==> config.mk <==
export PLATFORM = sky130hd
export DESIGN_NAME = if_stage_fetch_unit
export DESIGN_NICKNAME = d
export VERILOG_FILES = /design/src/rtl/if_stage_fetch_unit.sv
export SDC_FILE = /design/constraint.sdc
export NUM_CORES = 1
export LEC_CHECK = 0
export BUFFER_PORTS_ARGS = -buffer_cell sky130_fd_sc_hd__buf_2
export CELL_PAD_IN_SITES_DETAIL_PLACEMENT = 1
export CELL_PAD_IN_SITES_GLOBAL_PLACEMENT = 2
export CORE_ASPECT_RATIO = 1.25
export CORE_MARGIN = 2
export CORE_UTILIZATION = 39
export CTS_BUF_LIST = sky130_fd_sc_hd__clkbuf_2
export DETAILED_ROUTE_END_ITERATION = 8
export HOLD_SLACK_MARGIN = 0.15
export PLACE_DENSITY = 0.85
export SKIP_CTS_REPAIR_TIMING = 1
export SLEW_MARGIN = 20
export SYNTH_ARGS = -nofsm -noshare
export SYNTH_HDL_FRONTEND = slang
export SYNTH_SLANG_ARGS = --single-unit
==> constraint.sdc <==
create_clock -name clk -period 3.2 [get_ports clk]
set_input_delay 0.8 -clock clk [delete_from_list [all_inputs] [get_ports clk]]
set_output_delay 0.8 -clock clk [all_outputs]
set_load 0.01 [all_outputs]
==> src/rtl/if_stage_fetch_unit.sv <==
// Instruction-fetch stage: owns the PC and the IF/ID register, and fetches from a
// variable-latency memory with at most one request outstanding.
module if_stage_fetch_unit #(
   parameter int unsigned       ADDR_W    = 32,
   parameter int unsigned       DATA_W    = 32,
   parameter logic [ADDR_W-1:0] RESET_PC  = '0,
   parameter logic [DATA_W-1:0] NOP_INSTR = '0
) (
   input  logic              clk,
   input  logic              rst_n,
   input  logic              freeze,
   input  logic              branch_taken,
   input  logic [ADDR_W-1:0] branch_addr,
   output logic              imem_req,
   output logic [ADDR_W-1:0] imem_addr,
   input  logic              imem_ack,
   input  logic [DATA_W-1:0] imem_rdata,
   output logic [ADDR_W-1:0] if_id_pc,
   output logic [DATA_W-1:0] if_id_instr,
   output logic              if_id_valid
);

   typedef enum logic [1:0] {
      FETCH = 2'd0,
      STALL = 2'd1,
      DROP  = 2'd2
   } state_e;

   typedef struct packed {
      logic [ADDR_W-1:0] pc;
      logic [DATA_W-1:0] instr;
      logic              valid;
   } ifid_t;

   localparam logic [ADDR_W-1:0] PC_STEP = ADDR_W'(4);

   state_e            state_q, state_d;
   logic [ADDR_W-1:0] fetch_addr_q, fetch_addr_d;
   logic [ADDR_W-1:0] redirect_q, redirect_d;
   ifid_t             buf_q, buf_d;
   ifid_t             ifid_q, ifid_d;

   logic              ack_acc;
   logic [ADDR_W-1:0] fetch_inc;
   ifid_t             bubble;
   ifid_t             fetched;

   // An ack only counts while a request is actually on the bus.
   assign ack_acc   = imem_ack && (state_q != STALL);
   assign fetch_inc = fetch_addr_q + PC_STEP;
   assign bubble    = '{pc: ifid_q.pc, instr: NOP_INSTR, valid: 1'b0};
   assign fetched   = '{pc: fetch_inc, instr: imem_rdata, valid: 1'b1};

   always_comb begin
      state_d      = state_q;
      fetch_addr_d = fetch_addr_q;
      redirect_d   = redirect_q;
      buf_d        = buf_q;
      ifid_d       = ifid_q;
      unique case (state_q)
         FETCH: begin
            if (branch_taken) begin
               ifid_d = bubble;
               if (ack_acc) begin
                  fetch_addr_d = branch_addr;
               end else begin
                  // Request is still in flight; remember the target until it returns.
                  redirect_d = branch_addr;
                  state_d    = DROP;
               end
            end else if (ack_acc) begin
               fetch_addr_d = fetch_inc;
               if (freeze) begin
                  buf_d   = fetched;
                  state_d = STALL;
               end else begin
                  ifid_d = fetched;
               end
            end else if (!freeze) begin
               ifid_d = bubble;
            end
         end
         STALL: begin
            if (branch_taken) begin
               ifid_d       = bubble;
               buf_d.valid  = 1'b0;
               fetch_addr_d = branch_addr;
               state_d      = FETCH;
            end else if (!freeze) begin
               ifid_d      = buf_q;
               buf_d.valid = 1'b0;
               state_d     = FETCH;
            end
         end
         DROP: begin
            if (branch_taken) begin
               redirect_d = branch_addr;
            end
            if (ack_acc) begin
               fetch_addr_d = branch_taken ? branch_addr : redirect_q;
               state_d      = FETCH;
            end
            if (branch_taken || !freeze) begin
               ifid_d = bubble;
            end
         end
         default: begin
            state_d = FETCH;
         end
      endcase
   end

   always_ff @(posedge clk or negedge rst_n) begin
      if (!rst_n) begin
         state_q      <= FETCH;
         fetch_addr_q <= RESET_PC;
         redirect_q   <= RESET_PC;
         buf_q        <= '0;
         ifid_q       <= '{pc: '0, instr: NOP_INSTR, valid: 1'b0};
      end else begin
         state_q      <= state_d;
         fetch_addr_q <= fetch_addr_d;
         redirect_q   <= redirect_d;
         buf_q        <= buf_d;
         ifid_q       <= ifid_d;
      end
   end

   assign imem_req    = rst_n && (state_q != STALL);
   assign imem_addr   = fetch_addr_q;
   assign if_id_pc    = ifid_q.pc;
   assign if_id_instr = ifid_q.instr;
   assign if_id_valid = ifid_q.valid;

   a_buf_only_in_stall : assert property (
      @(posedge clk) disable iff (!rst_n) buf_q.valid == (state_q == STALL));

endmodule

Word-level counts from Yosys, hierarchy flattened
Cells that the tools add are included.

Register bits: 196. Input bits: 69. Output and inout port bits: 98. Word-level logic and storage cells: 78.

Add/sub/neg operators: 1. Eq/ne operators: 19. Mux-type cells: 32. Bitwise gates (word level): 2. Reductions and logical operators: 15.

Operator list (count): $mux W65 (5); $mux W32 (8); $pmux W65 S3 (1); $pmux W32 S3 (1); $mux W33 (2); $pmux W32 S2 (1); $add A32 B3 Y32 const B (1); $ne A2 B2 Y1 const B (11); $ne A3 B3 Y1 const B (5); $mux W2 (7); $reduce_and A4 Y1 (3); $reduce_and A5 Y1 (2); $reduce_and A7 Y1 (1); $pmux W2 S3 (1); $mux W1 (5); $reduce_bool A2 Y1 (2); $reduce_and A3 Y1 (1); $reduce_bool A3 Y1 (1); $eq A2 B1 Y1 const B (1); $eq A2 B2 Y1 const B (1); $logic_and A1 B1 Y1 (2); $logic_not A2 Y1 (1); $ne A2 B1 Y1 const B (1); $not A1 Y1 (2); other kinds (3) (3).

Longest topological paths before layout
Gate-level depths: netlist (run 1).

Word-level depth: 5. Gate-level depth with buffers: 10. Gate-level depth less buffers: 8.

Worst setup path after synthesis (run 1)
Ideal clock, no wire load.

Path kind: input port to flip-flop. From: input port branch_taken. To: register redirect_q[0]. Library setup time: 0.125 ns. Data arrival time: 2.186 ns. Required time: 3.075 ns. Slack: 0.889 ns. Stages: 5. Path buffers: 2. Cell sequence: buf_2 clkinv_1 a211oi_1 buf_2 mux2_2.

Word-level cells in the longest chain between the ends: 2. Elaborated cells on any way between the ends: 4. Those cells by class: eq/ne (1); mux (2); reduce/logical (1).

RTL lines: start, declared (RTL line 12) `input logic branch_taken,`; $mux W32 or $ne A2 B2 Y1 (tied branches); $pmux W32 S2 or $reduce_and A3 Y1 (tied branches); end signal, assigned (RTL line 123) `redirect_q <= redirect_d;`; end, declared (RTL line 39) `logic [ADDR_W-1:0] redirect_q, redirect_d;`.

Several ways; a longest one is shown, not always the timed one. A chain may end at the register's enable or synchronous reset.

Worst setup path in the final report (run 1)
From: register state_q[0]. To: register fetch_addr_q[30], in the netlist imem_addr[30].

Word-level cells in the longest chain between the ends: 4. Elaborated cells on any way between the ends: 11. Those cells by class: eq/ne (6); mux (1); reduce/logical (4).

RTL lines: start, declared (RTL line 37) `state_e state_q, state_d;`; start signal, assigned (RTL line 121) `state_q <= state_d;`; $ne A2 B1 Y1 (RTL line 49) `assign ack_acc = imem_ack && (state_q != STALL);`; $logic_and A1 B1 Y1 (RTL line 49); $ne A2 B2 Y1 (no source line); $reduce_and A4 Y1 (no source line); end signal, assigned (RTL line 122) `fetch_addr_q <= fetch_addr_d;`; end, declared (RTL line 38) `logic [ADDR_W-1:0] fetch_addr_q, fetch_addr_d;`.

Several ways; a longest one is shown, not always the timed one.

==> results of run 1 <==
[cell usage after synthesis (2+ instances only)]
master and n:
clkbuf_1 47, mux2i_1 3, nand4_1 6, buf_4 4
dfrtp_1 196, o21a_1 5, xor2_1 12, and4_1 4
o21ai_0 56, nand2_1 160, a221oi_1 2, buf_2 17
a31oi_1 11, a21o_1 3, inv_1 7, a21oi_1 98
nor4_2 2, xnor2_1 15, o22a_1 13, ha_1 5
o221ai_1 13, a41oi_1 2, nor2_1 62, nor2b_1 5
a22o_1 5, nand3_1 12, o22ai_1 3, and2_1 3
nand2b_1 2, nor3_1 8, or3_1 3, a211oi_1 4
or2_2 2, o31ai_1 4, a22oi_1 59, buf_1 9
and3_1 7, mux2_2 73
[worst paths after layout]
check	slack, ns	endpoint	from	depth (start not counted)
worst max register to register	0.36	imem_addr[30]	state_q[0]	8
min in group asynchronous	0.66	if_id_pc[20]	rst_n	3
worst min-delay path	0.24	redirect_q[15]	branch_addr[15]	2
worst min register to register	0.52	if_id_pc[1]	if_id_pc[1]	2
max in group asynchronous	1.29	imem_addr[3]	rst_n	4
worst max-delay path	0.36	imem_addr[30]	state_q[0]	8
[worst max-delay path: cells and delay by family, from the launching register on]
kind / cells / cell delay [ns]
compound gates: 4 / 1.08
flops: 1 / 0.52
buf+inv: 2 / 0.49
fa+ha+maj: 1 / 0.45
simple gates: 1 / 0.18
[power by group through the flow]
stage	combinational, mW	clock (mW)	sequential [mW]
final	4.94	1.27	4.54
after global routing	5.51	1.42	4.72
after CTS	4.94	1.33	4.54
after floorplan	3.15	0	4.55
after detailed placement	4.92	0	4.61
after global placement	4.79	0	4.54
[cell type report]
cell class              instances  area, sq um
diodes                          1         2.50
clock buffers                  18         90.1
clock inverters                13          146
fillers                      2750        12500
inverters                       8         30.0
multi-input cells             681         4250
flip-flops and latches        196         4900
well taps                     325          407
repair buffers                227         1440
[state kept, by name, summed over array words and instances (netlist names)]
signal,count
buf_q,65
if_id_instr,32
if_id_pc,32
if_id_valid,1
imem_addr,32
redirect_q,32
state_q,2
[cells by family after synthesis]
kind of cell	Yosys count	synth area share, %
compound gates	288	19.1
buf+inv	85	3.75
mux	76	8.99
flops	196	51.7
xor+xnor	27	2.49
fa+ha+maj	5	0.660
simple gates	285	13.2
[stage by stage]
step,total power [mW],util (%)
after CTS,10.8,45.7
after global placement,9.33,44.8
final,10.8,47.4
after floorplan,7.70,-
after detailed placement,9.54,44.8
after global routing,11.6,47.4
[layer usage]
layer	routed length, um	global-route usage [%]	vias up
met4	398	5.56	0
met1	13000	30.1	3941
met2	13200	35.0	163
met5	0	0	-
li1	-	-	3755
met3	902	3.14	23
==> impl_metrics.ini, run 1 <==
[placement]
placedInstanceArea_sq_um = 10700
place_ws_ns = 0.444
dp_hpwl_um = 19200
gp_congestion = 0.791
placed_cells = 1399
port_buffers = 166

[timing]
period_share_pct = 88.7
timing.fmax_mhz = 352
finalSetupViolCount = 0
rsz0062_at_grt = no
max_slew.worst_pin.slew_ns = 0.810
final.setup.tns_ns = 0
maxSlewViolCount = 0
finalHoldViolCount = 0
holdWs_ns = 0.239
max-slew-margin-rel_pct = 46.0
post-route-min-period_ns = 2.84
fin_ws_ns = 0.361
skew_ns = 0.0561

[global_routing]
grt_start_max_net_pins = 67
overflow = 0
grt_pass1_wl_um = 42900
first_global_vias = 7820
grt_antenna_before_repair = 1
grt.total_usage_pct = 21.5

[yosys]
syn_avg_cell_area_sq_um = 9.86
ys_ff_latch = 196
synth-edff-count = 0
synth_ff_type = dfrtp_1
yosys_warnings = 0
syn-num-nets = 1036
synthesis.area_sq_um = 9480
yosysTopAreaCell = dfrtp_1
netlist_instances = 962
synth.top_cell.area_share_pct = 51.7
yosys-top-cells-area = dfrtp_1 52%, mux2_2 8.7%, nand2_1 6.3%
synthArstFlopShare_pct = 100
ys_seq_area_share_pct = 51.7
synth.distinct_cells = 58

[power_and_ir_drop]
p_leak_nw = 5.08
p_clk_share_pct = 11.9
powerDensity_nw_per_um2 = 954
peakVddDrop_mv = 0.359
p_comb_share_pct = 45.9
netSwitchingFraction_pct = 43.3
internal_power_mw = 6.10
p_switching_mw = 4.66
p_seq_share_pct = 42.2

[routing]
wl_per_cell_um = 18.7
vias_per_cell = 5.37
first_iter_violations = 400
drtPass1Iterations = 6
drc = 0
routed_wl_um = 27400
ant_nets = 0
via_count = 7882

[finish]
fin_area_sq_um = 11300
stdcell_count = 1469
layout_commonest_cell = dfrtp_1
final_cell_mix = 196 x dfrtp_1, 165 x buf_2, 160 x nand2_1
fin_nets = 1205
areaGrowthSynthToFinish_pct = 18.9
drive_above_1_share_pct = 26.9

[setup_path]
startpoint_type = flip-flop
worstSetupPathType = reg2reg
cp_slowest_cell = dfrtp_1
path_cells = inv_1 > ha_1 > nor2_1 > o21bai_1 > a21o_1 > buf_4 > a21oi_1 > o22a_1
worstSetupEndpointType = flip-flop
crit_fanout = 21
slowest_delay_ns = 0.52
cp_data_arrival_time_ns = 3.53
critical_path_required_ns = 3.89

[min_path]
hp-class = in2reg

[floorplanning]
core-area_sq_um = 23800
die_area_sq_um = 25600
io_pins = 167
die_w_um = 143
start_util_pct = 39.8
rows = 63
die_y_um = 178

[clock_network]
cts.htree.levels = 4
cts_root_buffer = clkbuf_2
cts_made_buffers = 17
cts_sinks = 196
path_clk_slew_ns = 0.30
cts_tree = yes
cts_buffer_depth = 2
clock_latency_ns = 0.81

[outcome]
outcome = complete, no violations

[job]
max_cap_viol_count = 0
(Power assumes the default switching activity.)
==> inputs of run 2 (changes only) <==
- BUFFER_PORTS_ARGS: -buffer_cell sky130_fd_sc_hd__buf_2 -> unset
- CORE_UTILIZATION: 39 -> 44
- DONT_BUFFER_PORTS: unset -> 1
- REMOVE_ABC_BUFFERS: unset -> 1
- clock period: 3.2 -> 3.6 ns (I/O delays scaled with it)
==> impl_metrics.ini, run 2 (synthesized netlist as in run 1, its figures left out) <==
[outcome]
outcome = complete, but fails checks
violations = hold timing

[job]
max_cap_viol_count = 0

[finish]
areaGrowthSynthToFinish_pct = 9.25
final_cell_mix = 196 x dfrtp_1, 160 x nand2_1, 97 x a21oi_1
fillerInstances = 2422
layout_commonest_cell = dfrtp_1
fin_area_sq_um = 10400
seq_area_sq_um = 4900
largest_register_ffs = 65
fin_nets = 1033
drive_above_1_share_pct = 14.4
fin_util_pct = 48.6
multi_input_area_sq_um = 4250
top_register = buf_q

[floorplanning]
die_y_um = 168
die_w_um = 135
die_area_sq_um = 22700
io_pins = 167
core-area_sq_um = 21300
start_util_pct = 44.5
rows = 60

[placement]
placedInstanceArea_sq_um = 9740
dp_hpwl_um = 17500
port_buffers = 0
gp_congestion = 0.797

[power_and_ir_drop]
p_leak_nw = 4.32
p_clk_share_pct = 12.7
p_comb_share_pct = 39.4
p_seq_share_pct = 47.9
internal_power_mw = 5.07
peakVddDrop_mv = 0.459
powerDensity_nw_per_um2 = 878
p_switching_mw = 4.03
power.total_mw = 9.10
netSwitchingFraction_pct = 44.3

[setup_path]
worstSetupPathType = reg2reg
critical_path_required_ns = 4.29
startpoint_type = flip-flop
reg2reg_setup_slack_ns = 0.68
worstSetupEndpointType = flip-flop
crit_fanout = 23
timing.rr.start = state_q[0]
r2r_cells = 8
r2r-end = imem_addr[12]
cp_data_arrival_time_ns = 3.62

[clock_network]
cts_sinks = 196
cts_made_buffers = 17
cts.htree.levels = 4
cts_root_buffer = clkbuf_2
path_clk_slew_ns = 0.31
cts_tree = yes
clock_latency_ns = 0.80
cts_buffer_depth = 2

[global_routing]
overflow = 0
grt_start_max_net_pins = 198
grt_antenna_before_repair = 1
first_global_vias = 7302
grt.total_usage_pct = 23.2
grt_pass1_wl_um = 41400

[timing]
finalHoldViolCount = 196
timing.fmax_mhz = 342
holdWs_ns = -0.262
max-slew-margin-rel_pct = 44.8
max_slew.worst_pin.slew_ns = 0.828
post-route-min-period_ns = 2.92
rsz0062_at_grt = no
skew_ns = 0.0622
finalSetupViolCount = 0
maxSlewViolCount = 0
period_share_pct = 81.2

[routing]
drtPass1Iterations = 4
via_count = 7276
first_iter_violations = 259
ant_nets = 0
routed_wl_um = 26300
drc = 0
wl_per_cell_um = 21.0
vias_per_cell = 5.82

[min_path]
hp-class = in2async
==> run 2: changes by cell type in the layout (fill, tap and decap cells not counted), moves of 2 or more <==
cell / change
clkinv_4: +2
inv_6: -3
buf_4: -5
clkinv_1: -2
clkinv_8: +3
dlygate4sd3_1: -2
inv_8: +2
buf_2: -165
==> run 2: worst max path at each step <==
stage,from,end,slack (ns),cells past startpoint
floorplan,state_q[0],redirect_q[0],-0.79,5
global placement,imem_ack,if_id_pc[26],0.73,5
detailed placement,imem_ack,if_id_pc[25],0.61,5
CTS,state_q[1],imem_req,0.61,4
global route,state_q[0],imem_addr[12],0.42,8
finish,state_q[0],imem_addr[12],0.68,8
==> run 2: routing by layer <==
| metal | global-route usage, % | wire, um | up-vias |
|---|---|---|---|
| li1 | - | - | 3413 |
| met1 | 30.7 | 11500 | 3690 |
| met2 | 37.8 | 12900 | 159 |
| met3 | 6.53 | 1600 | 14 |
| met4 | 5.57 | 322 | 0 |
| met5 | 0 | 0 | - |
==> run 2: worst max-delay path, stage by stage (launching register included) <==
cell,delay [ns]
dfrtp_1,0.51
inv_1,0.12
ha_1,0.45
nor2_1,0.19
o21bai_1,0.31
a21o_1,0.65
buf_12,0.25
a211oi_1,0.06
a311oi_1,0.29
==> run 2: power groups by stage <==
stage / Combinational (mW) / Sequential (mW) / Clock, mW
after floorplan: 2.62 / 4.09 / 0
after global routing: 4.04 / 4.53 / 1.26
after CTS: 3.58 / 4.38 / 1.19
after detailed placement: 3.57 / 4.44 / 0
after global placement: 3.43 / 4.40 / 0
final: 3.58 / 4.36 / 1.15
==> run 2: per-stage QoR <==
| step | hold slack (ns) | cells | setup WS (ns) | TNS [ns] |
|---|---|---|---|---|
| after floorplan | 0.446 | 885 | -0.788 | -42.79 |
| after global placement | 0.458 | 1183 | 0.733 | 0 |
| after detailed placement | 0.463 | 1183 | 0.608 | 0 |
| after CTS | -0.372 | 1214 | 0.613 | 0 |
| after global routing | -0.407 | 1251 | 0.420 | 0 |
| final | -0.262 | 1251 | 0.677 | 0 |
==> run 2: cell type report <==
class / instances / area share [%]
timing repair buffer: 55 / 5.46
clock buffer: 17 / 0.821
inverter: 8 / 0.290
sequential: 196 / 47.3
antenna: 1 / 0.0242
multi-input combinational: 681 / 41.0
clock inverter: 14 / 1.65
tap: 279 / 3.37
==> inputs of run 3 (changes only) <==
- CORE_UTILIZATION: 44 -> 37
- PLACE_DENSITY: 0.85 -> 0.76
- clock period: 3.6 -> 2.5 ns (I/O delays scaled with it)
==> impl_metrics.ini, run 3 (synthesized netlist as in run 1, its figures left out) <==
[setup_path]
worstSetupPathType = reg2out
critPathLaunch = state_q[1]
timing.rr.start = state_q[1]
critical_path_required_ns = 1.88
reg2reg_setup_slack_ns = 0.17
worstSetupEndpointType = output pin
cp_data_arrival_time_ns = 1.77
crit_fanout = 6
startpoint_type = flip-flop

[finish]
areaGrowthSynthToFinish_pct = 15.8
top_register = buf_q
fin_util_pct = 43.6
fillerInstances = 2815
largest_register_ffs = 65
fin_area_sq_um = 11000
drive_above_1_share_pct = 16.9
final_cell_mix = 195 x dfrtp_1, 160 x nand2_1, 97 x a21oi_1
seq_area_sq_um = 4910
layout_commonest_cell = dfrtp_1
multi_input_area_sq_um = 4270
fin_nets = 1095

[floorplanning]
die_w_um = 147
core-area_sq_um = 25200
io_pins = 167
die_y_um = 183
rows = 65
die_area_sq_um = 26900
start_util_pct = 37.6

[power_and_ir_drop]
internal_power_mw = 7.69
powerDensity_nw_per_um2 = 1240
p_seq_share_pct = 44.5
peakVddDrop_mv = 0.623
p_switching_mw = 5.87
netSwitchingFraction_pct = 43.3
p_comb_share_pct = 44.1
p_clk_share_pct = 11.4
p_leak_nw = 4.60

[global_routing]
grt-busiest-layer = met2
grt_antenna_before_repair = 1
gr-usage-met1_pct = 27.2
overflow = 0
grt_start_max_net_pins = 198
met3_usage_pct = 6.62
first_global_vias = 7419
grt_pass1_wl_um = 43800
grt.total_usage_pct = 20.8
met2_usage_pct = 33.8

[timing]
max_slew.worst_pin.slew_ns = 0.520
period_share_pct = 95.7
holdWs_ns = -0.516
finalSetupViolCount = 0
maxSlewViolCount = 0
max-slew-margin-rel_pct = 65.3
post-route-min-period_ns = 2.39
skew_ns = 0.0540
timing.fmax_mhz = 418
rsz0062_at_grt = yes
finalHoldViolCount = 196

[min_path]
hp-class = in2async

[job]
max_cap_viol_count = 0

[clock_network]
cts_buffer_depth = 2
clock_latency_ns = 0.80
cts_tree = yes
path_clk_slew_ns = 0.30
cts_sinks = 196
cts_root_buffer = clkbuf_2
cts.htree.levels = 4
cts_made_buffers = 17

[routing]
via_count = 7501
drc = 0
ant_nets = 0
first_iter_violations = 394
vias_per_cell = 5.48
routed_wl_um = 28800
wl_per_cell_um = 21.0
drtPass1Iterations = 4

[placement]
gp_congestion = 0.797
port_buffers = 0
placedInstanceArea_sq_um = 10000
dp_hpwl_um = 18600

[outcome]
violations = hold timing
outcome = complete, but fails checks
run 3: changes by cell type in the layout (fill, tap and decap cells not counted), moves of 2 or more:
cell / previous run / this run
dlygate4sd3_1: 36 / 66
buf_4: 14 / 42
inv_8: 4 / 0
clkbuf_2: 17 / 20
clkinv_2: 1 / 4
clkinv_4: 3 / 0
clkinv_8: 3 / 0
buf_12: 5 / 7
buf_6: 0 / 2
clkinv_1: 1 / 3
nor2b_1: 5 / 3
run 3: area by class of cell:
class                           count  area share (%)
Clock buffer                       20           0.912
Timing Repair Buffer              117            10.4
Tap cell                          335            3.82
Multi-Input combinational cell    681            38.9
Antenna cell                        1          0.0228
Clock inverter                     11            1.01
Sequential cell                   196            44.7
Inverter                            8           0.273
run 3: path summary, 6_finish.rpt:
| path | to | depth (start not counted) |
|---|---|---|
| worst max register to register | if_id_pc[27] | 9 |
| min in group clk | imem_addr[5] | 4 |
| max in group asynchronous | buf_q[0] | 0 |
| worst max-delay path | imem_req | 4 |
| worst min-delay path | state_q[1] | 0 |
| worst min register to register | buf_q[39] | 2 |
run 3: power by group through the flow:
stage / sequential [mW] / combinational [mW] / clock, mW
after CTS: 6.06 / 5.81 / 1.64
final: 6.04 / 5.98 / 1.54
after global routing: 6.27 / 6.67 / 1.74
after floorplan: 5.89 / 3.77 / 0
after global placement: 6.09 / 5.65 / 0
after detailed placement: 6.15 / 5.79 / 0
run 3: worst max-delay path: stages (launching register included):
cell     delay [ns]
dfrtp_1        0.48
inv_2          0.07
ha_4           0.17
buf_12         0.13
nor2b_4        0.12
run 3: routing by layer:
layer | vias up | wire [um]
met4 | 0 | 398
met5 | - | 0
met3 | 24 | 1660
met1 | 3799 | 12900
met2 | 150 | 13800
li1 | 3528 | -
run 3: stage by stage:
stage	instances	setup TNS (ns)	power (mW)	worst slack, ns
2_1_floorplan	885	-170.99	9.66	-1.89
3_3_place_gp	1266	0	11.7	0.270
3_5_place_dp	1266	0	11.9	0.212
4_1_cts	1297	-0.222	13.5	-0.222
5_1_grt	1369	-0.0440	14.7	-0.0440
6_report	1369	0	13.6	0.107
